$ cat src/rtl/gcd_pkg.sv
// Shared types and constants for the GCD engine.
//   state_t  : controller states (IDLE / CALC / DONE)
//   MODE_SUB : subtractive Euclid algorithm select
//   MODE_BIN : binary (Stein) algorithm select
package gcd_pkg;

  typedef enum logic [1:0] {
    IDLE = 2'd0,
    CALC = 2'd1,
    DONE = 2'd2
  } state_t;

  localparam logic MODE_SUB = 1'b0;
  localparam logic MODE_BIN = 1'b1;

endpackage

$ cat src/rtl/gcd_step.sv
// Combinational next-operand logic for one GCD iteration.
//   x, y    : current operands
//   k       : current count of common factors of two (Stein)
//   mode    : MODE_SUB or MODE_BIN
//   next_x  : operand X after this step
//   next_y  : operand Y after this step
//   next_k  : shift count after this step (saturates at DATA_BITS-1)
//   eq      : operands are equal, computation finished
module gcd_step
  import gcd_pkg::*;
#(
  parameter int DATA_BITS = 8,
  parameter int K_BITS    = $clog2(DATA_BITS)
) (
  input  logic [DATA_BITS-1:0] x,
  input  logic [DATA_BITS-1:0] y,
  input  logic [K_BITS-1:0]    k,
  input  logic                 mode,
  output logic [DATA_BITS-1:0] next_x,
  output logic [DATA_BITS-1:0] next_y,
  output logic [K_BITS-1:0]    next_k,
  output logic                 eq
);

  localparam logic [K_BITS-1:0] K_MAX = K_BITS'(DATA_BITS - 1);

  always_comb begin
    next_x = x;
    next_y = y;
    next_k = k;
    eq     = (x == y);
    if (mode == MODE_SUB) begin
      if (x > y) next_x = x - y;
      else       next_y = y - x;
    end else begin
      unique case ({x[0], y[0]})
        2'b00: begin
          next_x = x >> 1;
          next_y = y >> 1;
          if (k != K_MAX) next_k = k + 1'b1;
        end
        2'b01:   next_x = x >> 1;
        2'b10:   next_y = y >> 1;
        default: begin
          // both odd: larger minus smaller, result is even
          if (x > y) next_x = x - y;
          else       next_y = y - x;
        end
      endcase
    end
  end

endmodule

$ cat src/rtl/gcd_unit.sv
// Self-sequencing GCD engine: FSM controller, operand registers and
// result register.
//   clk_i, rst_i            : clock, async active-high reset
//   in_valid_i / in_ready_o : operand handshake (x_i, y_i, mode_i)
//   abort_i                 : cancel an in-progress computation
//   out_valid_o/out_ready_i : result handshake (gcd_o, iter_o)
//   busy_o                  : computation in progress
module gcd_unit
  import gcd_pkg::*;
#(
  parameter int DATA_BITS = 8,
  parameter int CNT_BITS  = 8
) (
  input  logic                 clk_i,
  input  logic                 rst_i,
  input  logic                 in_valid_i,
  output logic                 in_ready_o,
  input  logic [DATA_BITS-1:0] x_i,
  input  logic [DATA_BITS-1:0] y_i,
  input  logic                 mode_i,
  input  logic                 abort_i,
  output logic                 out_valid_o,
  input  logic                 out_ready_i,
  output logic [DATA_BITS-1:0] gcd_o,
  output logic [CNT_BITS-1:0]  iter_o,
  output logic                 busy_o
);

  localparam int K_BITS = $clog2(DATA_BITS);
  localparam logic [CNT_BITS-1:0] ITER_MAX = '1;

  state_t state, state_nx;

  logic [DATA_BITS-1:0] x, y, next_x, next_y;
  logic [K_BITS-1:0]    k, next_k;
  logic [CNT_BITS-1:0]  iter;
  logic                 mode;
  logic                 eq;
  logic                 zero_in;

  assign zero_in = (x_i == '0) || (y_i == '0);

  gcd_step #(.DATA_BITS(DATA_BITS), .K_BITS(K_BITS)) u_step (
    .x      (x),
    .y      (y),
    .k      (k),
    .mode   (mode),
    .next_x (next_x),
    .next_y (next_y),
    .next_k (next_k),
    .eq     (eq)
  );

  always_ff @(posedge clk_i or posedge rst_i) begin
    if (rst_i) state <= IDLE;
    else       state <= state_nx;
  end

  always_comb begin
    state_nx = state;
    unique case (state)
      IDLE: if (in_valid_i) state_nx = zero_in ? DONE : CALC;
      CALC: begin
        if (abort_i)  state_nx = IDLE;
        else if (eq)  state_nx = DONE;
      end
      DONE: if (out_ready_i) state_nx = IDLE;
      default: state_nx = IDLE;
    endcase
  end

  always_ff @(posedge clk_i or posedge rst_i) begin
    if (rst_i) begin
      x      <= '0;
      y      <= '0;
      k      <= '0;
      iter   <= '0;
      mode   <= MODE_SUB;
      gcd_o  <= '0;
      iter_o <= '0;
    end else begin
      unique case (state)
        IDLE: if (in_valid_i) begin
          x    <= x_i;
          y    <= y_i;
          mode <= mode_i;
          k    <= '0;
          iter <= '0;
          // a zero operand short-circuits straight to the result
          if (zero_in) begin
            gcd_o  <= x_i | y_i;
            iter_o <= '0;
          end
        end
        CALC: if (!abort_i) begin
          if (eq) begin
            gcd_o  <= x << k;
            iter_o <= iter;
          end else begin
            x <= next_x;
            y <= next_y;
            k <= next_k;
            if (iter != ITER_MAX) iter <= iter + 1'b1;
          end
        end
        default: ;
      endcase
    end
  end

  assign in_ready_o  = (state == IDLE);
  assign busy_o      = (state == CALC);
  assign out_valid_o = (state == DONE);

endmodule

$ cat config.mk
export PLATFORM = sky130hd
export DESIGN_NAME = gcd_unit
export DESIGN_NICKNAME = d
export VERILOG_FILES = /design/src/rtl/gcd_pkg.sv /design/src/rtl/gcd_step.sv /design/src/rtl/gcd_unit.sv
export SDC_FILE = /design/constraint.sdc
export NUM_CORES = 1
export LEC_CHECK = 0
export BUFFER_PORTS_ARGS = -buffer_cell sky130_fd_sc_hd__buf_2
export CORE_ASPECT_RATIO = 0.6
export CORE_UTILIZATION = 59
export DETAILED_ROUTE_END_ITERATION = 12
export PLACE_DENSITY_LB_ADDON = 0.1
export SETUP_SLACK_MARGIN = 0.15
export SYNTH_ARGS = -nofsm -noshare
export SYNTH_HDL_FRONTEND = slang
export SYNTH_SLANG_ARGS = --single-unit
$ cat constraint.sdc
create_clock -name clk_i -period 2.8 [get_ports clk_i]
set_input_delay 0.28 -clock clk_i [delete_from_list [all_inputs] [get_ports clk_i]]
set_output_delay 0.28 -clock clk_i [all_outputs]
set_load 0.01 [all_outputs]
* After elaboration in Yosys (flattened, before gate mapping)
Index checks and enable logic that the tools add are counted.
** Storage, ports and cells
- Input bits :: 22
- Register bits after elaboration :: 46
- Logic and storage cells :: 92
** Cells by class
- Equality and inequality tests :: 20
- Order comparisons :: 1
- Reduce and logical (&&, ||, !) cells :: 15
- Bitwise gates (word level) :: 1
- Shift-type cells :: 1
- Multiplexer cells :: 42
- Add/sub/neg operators :: 4
** Operators with widths (count)
- $mux 8 :: 22
- $pmux 8 s2 :: 7
- $reduce_and 5->1 :: 4
- $mux 3 :: 6
- $logic_not 8->1 :: 2
- $sub 8x8->8 :: 2
- $ne 2x1->1 const B :: 7
- $mux 2 :: 5
- $ne 3x3->1 const B :: 3
- $add 8x1->8 const B :: 1
- $eq 8x8->1 :: 1
- $gt 8x8->1 :: 1
- $ne 8x8->1 const B :: 1
- $or 8x8->8 :: 1
- $shl 8x3->8 :: 1
- $reduce_and 7->1 :: 1
- $ne 2x2->1 const B :: 3
- $pmux 2 s3 :: 1
- $pmux 3 s2 :: 1
- $eq 2x1->1 const B :: 2
- $eq 2x2->1 const B :: 2
- $logic_not 2->1 :: 2
- $reduce_or 2->1 :: 2
- $add 3x1->3 const B :: 1
- 5 further kinds :: 5

* Longest topological paths before layout
Gate-level depths: netlist of run 1.
- Depth in word-level cells :: 7
- Mapped depth :: 11
- Depth with buffers taken out :: 9

* Modules after synthesis
Synthesis of run 1 repeated with hierarchy kept, for this count alone.
** Unflattened totals
- Cell total of the unflattened synthesis :: 437
- Area, all modules :: 3624.7 µm²
** By module, submodules not included
- gcd_unit :: sequential area each 1151.1 µm², times used 1, cells an instance 265, area an instance 2398.6 µm²
- gcd_step :: sequential area each 0.0 µm², times used 1, cells an instance 172, area an instance 1226.2 µm²

* Worst setup path after synthesis of run 1
No wires, ideal clock.
- Path kind :: register to register
- From :: register x[0]
- To :: register x[4]
- Arrival time :: 2.476 ns
- Stages on the path, launching flop included :: 10
- Data required time :: 2.735 ns
- Setup slack :: 0.259 ns
- Path through :: dfrtp_1 > inv_1 > ha_1 > fa_1 > nand2b_1 > a211oi_4 > o21ai_4 > or3_1 > a31oi_1 > o22a_1
** On the way
- Longest elaborated chain between the ends :: 7
** RTL lines
- from (decl) :: RTL line gcd_unit.sv:34 : logic [DATA_BITS-1:0] x, y, next_x, next_y;
- from (signal assigned) :: RTL line gcd_unit.sv:84 : x <= x_i;
- from (signal assigned) :: RTL line gcd_unit.sv:100 : x <= next_x;
- $sub 8x8->8, or another cell as far along :: RTL line gcd_step.sv:33, gcd_step.sv:46
- $mux 8 or $reduce_or 2->1 (tied branches)
- $pmux 8 s2 :: RTL line gcd_step.sv:36 : unique case ({x[0], y[0]})
- $mux 8 :: RTL line gcd_step.sv:32 : if (mode == MODE_SUB) begin
- $mux 8 :: RTL line gcd_unit.sv:96 : if (eq) begin
- $mux 8 :: RTL line gcd_unit.sv:95 : CALC: if (!abort_i) begin
- $pmux 8 s2 :: RTL line gcd_unit.sv:82 : unique case (state)
Parallel ways exist; a longest one is shown, timed or not. The select of a mux whose other input is x is not followed.
A chain may end at the register's enable or synchronous reset.

* Final worst setup path of run 1
Ends and elaborated chain as after synthesis.

==> results of run 1 <==
[where the power goes]
part / internal, uW / switching (uW) / total (uW)
sequential: 854 / 278 / 1130
clock: 268 / 253 / 521
combinational: 1590 / 2160 / 3750
total: 2720 / 2690 / 5410
[sequential cells by signal (all words and copies together), names as in the netlist]
| name | flops |
|---|---|
| iter_o | 8 |
| gcd_o | 8 |
| y | 8 |
| mode | 1 |
| iter | 8 |
| state | 2 |
| x | 8 |
| k | 3 |
[cells in the mapped netlist, drive strengths merged, types with 3 or more instances]
| cell | count |
|---|---|
| nand2 | 54 |
| dfrtp | 46 |
| o21ai | 46 |
| nor2 | 32 |
| a21oi | 31 |
| inv | 24 |
| ha | 19 |
| nand3 | 15 |
| clkbuf | 14 |
| a31oi | 12 |
| buf | 10 |
| mux2i | 10 |
| o31ai | 10 |
| xor2 | 8 |
| nand2b | 7 |
| nor3 | 7 |
| nor4 | 6 |
| xnor2 | 6 |
| o211ai | 5 |
| a21o | 4 |
| o22a | 4 |
| or3 | 4 |
| and3 | 3 |
| mux4 | 3 |
| nand4 | 3 |
| nand4b | 3 |
| o21a | 3 |
| o21bai | 3 |
| or2 | 3 |
[path summary, 6_finish.rpt]
path,cells after the start,to,startpoint
max,9,x[4],x[0]
min,2,state[1],out_ready_i
max reg2reg,9,x[4],x[0]
min reg2reg,2,gcd_o[3],gcd_o[3]
max in group asynchronous,2,iter[4],rst_i
min in group asynchronous,2,gcd_o[4],rst_i
[metrics by stage]
| step | hold WS (ns) | std cells |
|---|---|---|
| floorplan | 0.381 | 423 |
| global placement | 0.458 | 535 |
| detailed placement | 0.466 | 535 |
| CTS | 0.158 | 543 |
| global route | 0.204 | 550 |
| finish | 0.163 | 551 |
[cell usage in the layout, fill, tap and decap left out, types with 2 or more instances in the layout]
cell type	n
nor2b_1	2
mux4_2	3
nand4b_1	3
nor3_1	7
o22ai_1	2
a32oi_1	2
a21oi_1	30
and3_1	3
o21bai_1	2
o21ai_0	42
nand2b_1	6
a31oi_1	12
o21ai_1	3
xnor2_1	6
nand3_1	15
a311oi_1	2
ha_2	2
buf_2	40
clkbuf_8	5
nor2_1	32
o31ai_1	10
o22a_1	4
nor4_1	6
a21o_1	4
or3_1	4
mux2_2	2
nand4_1	2
o211ai_1	5
inv_1	23
ha_1	17
buf_4	23
dfrtp_1	46
or2_2	2
mux2i_1	10
nand2_1	54
o21a_1	2
xor2_1	8
[layer usage]
metal | vias to the layer above | global-route usage (%) | share of wire (%)
met1 | 1663 | 53.6 | 45
met5 | - | 0 | 0
li1 | 1613 | - | -
met2 | 222 | 46.5 | 40
met3 | 22 | 10.5 | 14
met4 | 0 | 6.63 | 1.2
[kinds of logic after synthesis]
kind of cell    count (synthesis)
compound gates                136
mux                            15
xor+xnor                       14
simple gates                  143
flops                          46
buf+inv                        48
fa+ha+maj                      21
[worst max-delay path, cell delays in order (launching register included)]
cell      delay, ns
dfrtp_1        0.36
inv_1          0.07
ha_1           0.22
fa_2           0.42
nand2b_4       0.17
a211oi_4       0.35
o21ai_4        0.13
or3_1          0.41
a31oi_1        0.19
o22a_1         0.17
[cell type report]
cell class / count / share of cell area (%)
inverter: 24 / 2.25
sequential: 46 / 28.7
antenna: 1 / 0.0624
tap: 80 / 2.50
timing repair buffer: 63 / 9.30
multi-input combinational: 329 / 54.4
clock inverter: 3 / 1.09
clock buffer: 5 / 1.72
[repair_timing]
item / in CTS / in global routing
setup endpoints to repair: 0 / 18
setup buffers: 0 / 7
hold buffers: 0 / 0
resized for setup: 0 / 7
==> results_dict.tcl, run 1 <==
set metrics [dict create \
    status "completed" \
    finalWeightedCongestion 0.984 \
    syn_avg_cell_area_sq_um 8.31 \
    yosys.area_share.simple_pct 19.3 \
    core_area_sq_um 5650 \
    yosysWarnings 0 \
    nets 512 \
    drv_slew 0 \
    worstPathArrival_ns 2.78 \
    cts_buffers 5 \
    fin_skew_ns 0.00825 \
    synth_cell_types 58 \
    ys.flop_type "dfrtp_1" \
    cp.required_ns 3.04 \
    finalPower_uw 5410 \
    die_x_um 102 \
    netlist_area_sq_um 3510 \
    syn_nets 466 \
    ys_seq_area_share_pct 32.8 \
    dp_hpwl_um 7890 \
    grt_pass1_wl_um 16000 \
    dieArea_sq_um 6280 \
    relSlewSlack_pct 32.2 \
    cts_tree "built" \
    grt_setup_unrepaired "false" \
    fin_crit_ns 2.54 \
    design_area_sq_um 4010 \
    fin_crit_sh_pct 90.7 \
    synth_top_family_by_area "compound AO/OA/AOI/OAI gates" \
    ioPinCount 41 \
    synthCells 423 \
    setup-tns-final_ns 0 \
    critPathLaunchType "flop" \
    vias 3520 \
    htreeDepth 2 \
    grt_max_degree 47 \
    synth_area_leaders "dfrtp_1, ha_1, o21ai_0, nand2_1, a21oi_1" \
    synth_top_area_share_pct 32.8 \
    cts_max_path_buffers 2 \
    pre_cts_ws_ns 0.202 \
    setup_viol 0 \
    finalHoldViolCount 0 \
    first_pass_iters 8 \
    fillCellCount 474 \
    via_per_inst 6.39 \
    rows 21 \
    initial_utilization_pct 62.2 \
    p_leak_uw 0.00184 \
    multi_input_area_sq_um 2180 \
    crit_fanout 5 \
    final_util_pct 71.0 \
    synthXorXnorAreaFrac_pct 3.49 \
    postRouteAntennaNets 0 \
    grt_usage_pct 34.5 \
    fmax_mhz 394 \
    hold_path_class "in -> reg" \
    synthAdderAreaFrac_pct 7.90 \
    worstSetupPathType "reg -> reg" \
    antenna_found_initial 1 \
    postPlaceCellArea_sq_um 3820 \
    drc 0 \
    routed_wl_um 10600 \
    irDropWorstVdd_v 0.000802 \
    globalRouteOverflowTotal 0 \
    reg2reg_setup_slack_ns 0.26 \
    port_buffers 40 \
    ys_async_sr_fraction_pct 100 \
    synth-edff-count 0 \
    synth_mux_area_share_pct 5.41 \
    drive_gt1_share_pct 19.6 \
    wire_per_inst_um 19.2 \
    die_h_um 61.8 \
    cts_root_buf "clkbuf_8" \
    synth-compound-area-share_pct 25.1 \
    cts_sinks 46 \
    area.growth.synth_to_final_pct 14.1 \
    clock_latency_ns 0.30 \
    layout_setup_ws_ns 0.261 \
    clk_pin_slew_worst_paths_ns 0.10 \
    yosysTopAreaCell "dfrtp_1" \
    worst_pin_slew_ns 1.02 \
    drtIter0Drc 407 \
    worst_setup_path_end_kind "flop" \
    ys_ff_latch 46 \
    final-seq-area_sq_um 1150 \
    grt_pass1_vias 2994 \
    max_cap_violations 0 \
    p_per_area_nw_per_um2 1350 \
]
No activity file was read; power rests on OpenSTA's default activity.
==> run 2: changes to the inputs <==
--- a/config.mk
+++ b/config.mk
@@ -6,8 +6,10 @@
 export NUM_CORES = 1
 export LEC_CHECK = 0
 export BUFFER_PORTS_ARGS = -buffer_cell sky130_fd_sc_hd__buf_2
+export CELL_PAD_IN_SITES_DETAIL_PLACEMENT = 0
+export CELL_PAD_IN_SITES_GLOBAL_PLACEMENT = 2
 export CORE_ASPECT_RATIO = 0.6
-export CORE_UTILIZATION = 59
+export CORE_UTILIZATION = 35
 export DETAILED_ROUTE_END_ITERATION = 12
 export PLACE_DENSITY_LB_ADDON = 0.1
 export SETUP_SLACK_MARGIN = 0.15
==> run 2 against run 1 <==
Net effect:
- fmax is 3.1% lower
- largest power group unchanged
- design area is 4.7% higher
- die area is 67% higher
- highest routed layer unchanged
- flip-flop and latch count stayed put
- register-to-register slack worse by 0.08 ns
- largest cell class unchanged
- routed wire length is 11% higher
- core utilization is 27 points lower
==> results_dict.tcl, run 2 (same netlist as run 1, synthesis figures left out) <==
set metrics [dict create \
    postPlaceCellArea_sq_um 3960 \
    drtIter0Drc 284 \
    cts_tree "built" \
    die_x_um 131 \
    port_buffers 40 \
    cts_root_buf "clkbuf_16" \
    htreeDepth 2 \
    critPathLaunchType "flop" \
    cp.required_ns 3.02 \
    vias 3393 \
    n_antenna_cell 0 \
    cts_sinks 46 \
    p_per_area_nw_per_um2 1360 \
    cts_max_path_buffers 2 \
    die_h_um 79.6 \
    fin_skew_ns 0.00586 \
    initial_utilization_pct 37.2 \
    grt_setup_unrepaired "true" \
    first_pass_iters 5 \
    rows 27 \
    status "completed" \
    worst_pin_slew_ns 0.716 \
    cp_slowest_cell "dfrtp_1" \
    ioPinCount 41 \
    antenna_found_initial 0 \
    cp_cell_sequence "inv_1 -> ha_1 -> buf_4 -> a21oi_1 -> o21ai_1 -> o21a_4 -> buf_4 -> mux2i_1 -> o21ai_0 -> a31oi_1" \
    clk_pin_slew_worst_paths_ns 0.07 \
    postRouteAntennaNets 0 \
    hold_path_class "in -> reg" \
    grt_max_degree 38 \
    relSlewSlack_pct 52.0 \
    finalWeightedCongestion 0.849 \
    dp_hpwl_um 9140 \
    final_util_pct 44.4 \
    cts_buffers 5 \
    worstSetupPathType "reg -> reg" \
    final_cell_mix "nand2_1, dfrtp_1, o21ai_0, buf_2, nor2_1" \
    finalHoldViolCount 0 \
    cp_common_cell "buf_4" \
    worstPathArrival_ns 2.84 \
    clock_latency_ns 0.30 \
    via_per_inst 5.57 \
    drc 0 \
    crit_fanout 9 \
    final_common_cell "nand2_1" \
    dieArea_sq_um 10500 \
    p_leak_uw 0.00190 \
    area.growth.synth_to_final_pct 19.4 \
    globalRouteOverflowTotal 0 \
    fin_crit_sh_pct 93.6 \
    drv_slew 0 \
    cpPeakStageDelay_ns 0.48 \
    fin_crit_ns 2.62 \
    nets 521 \
    grt_pass1_vias 3163 \
    setup-tns-final_ns 0 \
    grt_usage_pct 24.0 \
    max_cap_violations 0 \
    worst_setup_path_end_kind "flop" \
    grt_pass1_wl_um 18700 \
    core_area_sq_um 9460 \
    fmax_mhz 382 \
    irDropWorstVdd_v 0.000533 \
    wire_per_inst_um 19.3 \
    setup_viol 0 \
    drive_gt1_share_pct 20.5 \
    design_area_sq_um 4200 \
    routed_wl_um 11700 \
]
==> run 2: cell count changes in the layout (fill, tap and decap cells not counted), sizes merged <==
cell / delta
clkinvlp: +1
clkbuf: +1
inv: -1
diode: -1
buf: +8
clkinv: -1
dlygate4sd3: +1
==> run 2: per-layer routing <==
| metal | global-route usage, % | part of all wire (%) | vias up |
|---|---|---|---|
| met2 | 29.1 | 35 | 133 |
| met4 | 4.53 | 0.71 | 0 |
| li1 | - | - | 1638 |
| met1 | 38.7 | 54 | 1614 |
| met3 | 7.87 | 9.7 | 8 |
| met5 | 0 | 0 | - |
==> run 2: final timing paths <==
kind	to	slack, ns	start	cells after the start
worst max-delay path	x[2]	0.18	y[5]	10
min in group asynchronous	mode	0.50	rst_i	3
max in group asynchronous	gcd_o[4]	1.71	rst_i	4
worst max register to register	x[2]	0.18	y[5]	10
worst min-delay path	state[1]	0.18	out_ready_i	2
worst min register to register	gcd_o[6]	0.47	gcd_o[6]	1
==> run 2: critical path, delay by kind of cell, from the launching register on <==
| family | cells | cell delay [ns] |
|---|---|---|
| buf+inv | 3 | 0.40 |
| flops | 1 | 0.48 |
| compound gates | 5 | 1.10 |
| mux | 1 | 0.16 |
| fa+ha+maj | 1 | 0.40 |
==> run 2: layout make-up <==
class / instances / area, sq um
inverter: 24 / 90.1
sequential: 46 / 1150
clock buffer: 6 / 129
multi-input combinational: 329 / 2180
clock inverter: 2 / 37.5
tap: 130 / 163
fill: 972 / 5260
timing repair buffer: 72 / 443
==> run 2: what timing repair did <==
action / 4_1_cts / 5_1_grt
pin swaps: 0 / 3
resized for setup: 1 / 7
endpoints found under the hold margin: 14 / 0
endpoints found under the setup margin: 1 / 11
buffers inserted: 0 / 5
hold buffers: 1 / 0
==> run 2: report_power, final <==
group / internal, uW / switching, uW / leakage, uW
Combinational: 1670 / 2210 / 0.00123
Clock: 422 / 278 / 0.0000771
Sequential: 855 / 286 / 0.000593
==> run 2: metrics by stage <==
step	hold WS (ns)	total power (uW)	setup WS [ns]	cells
after detailed placement	0.279	4710	0.129	595
after global placement	0.274	4730	0.143	595
after global routing	0.181	6180	0.0983	609
after CTS	0.170	5450	0.170	604
final	0.176	5720	0.180	609
after floorplan	0.381	3600	0.259	423
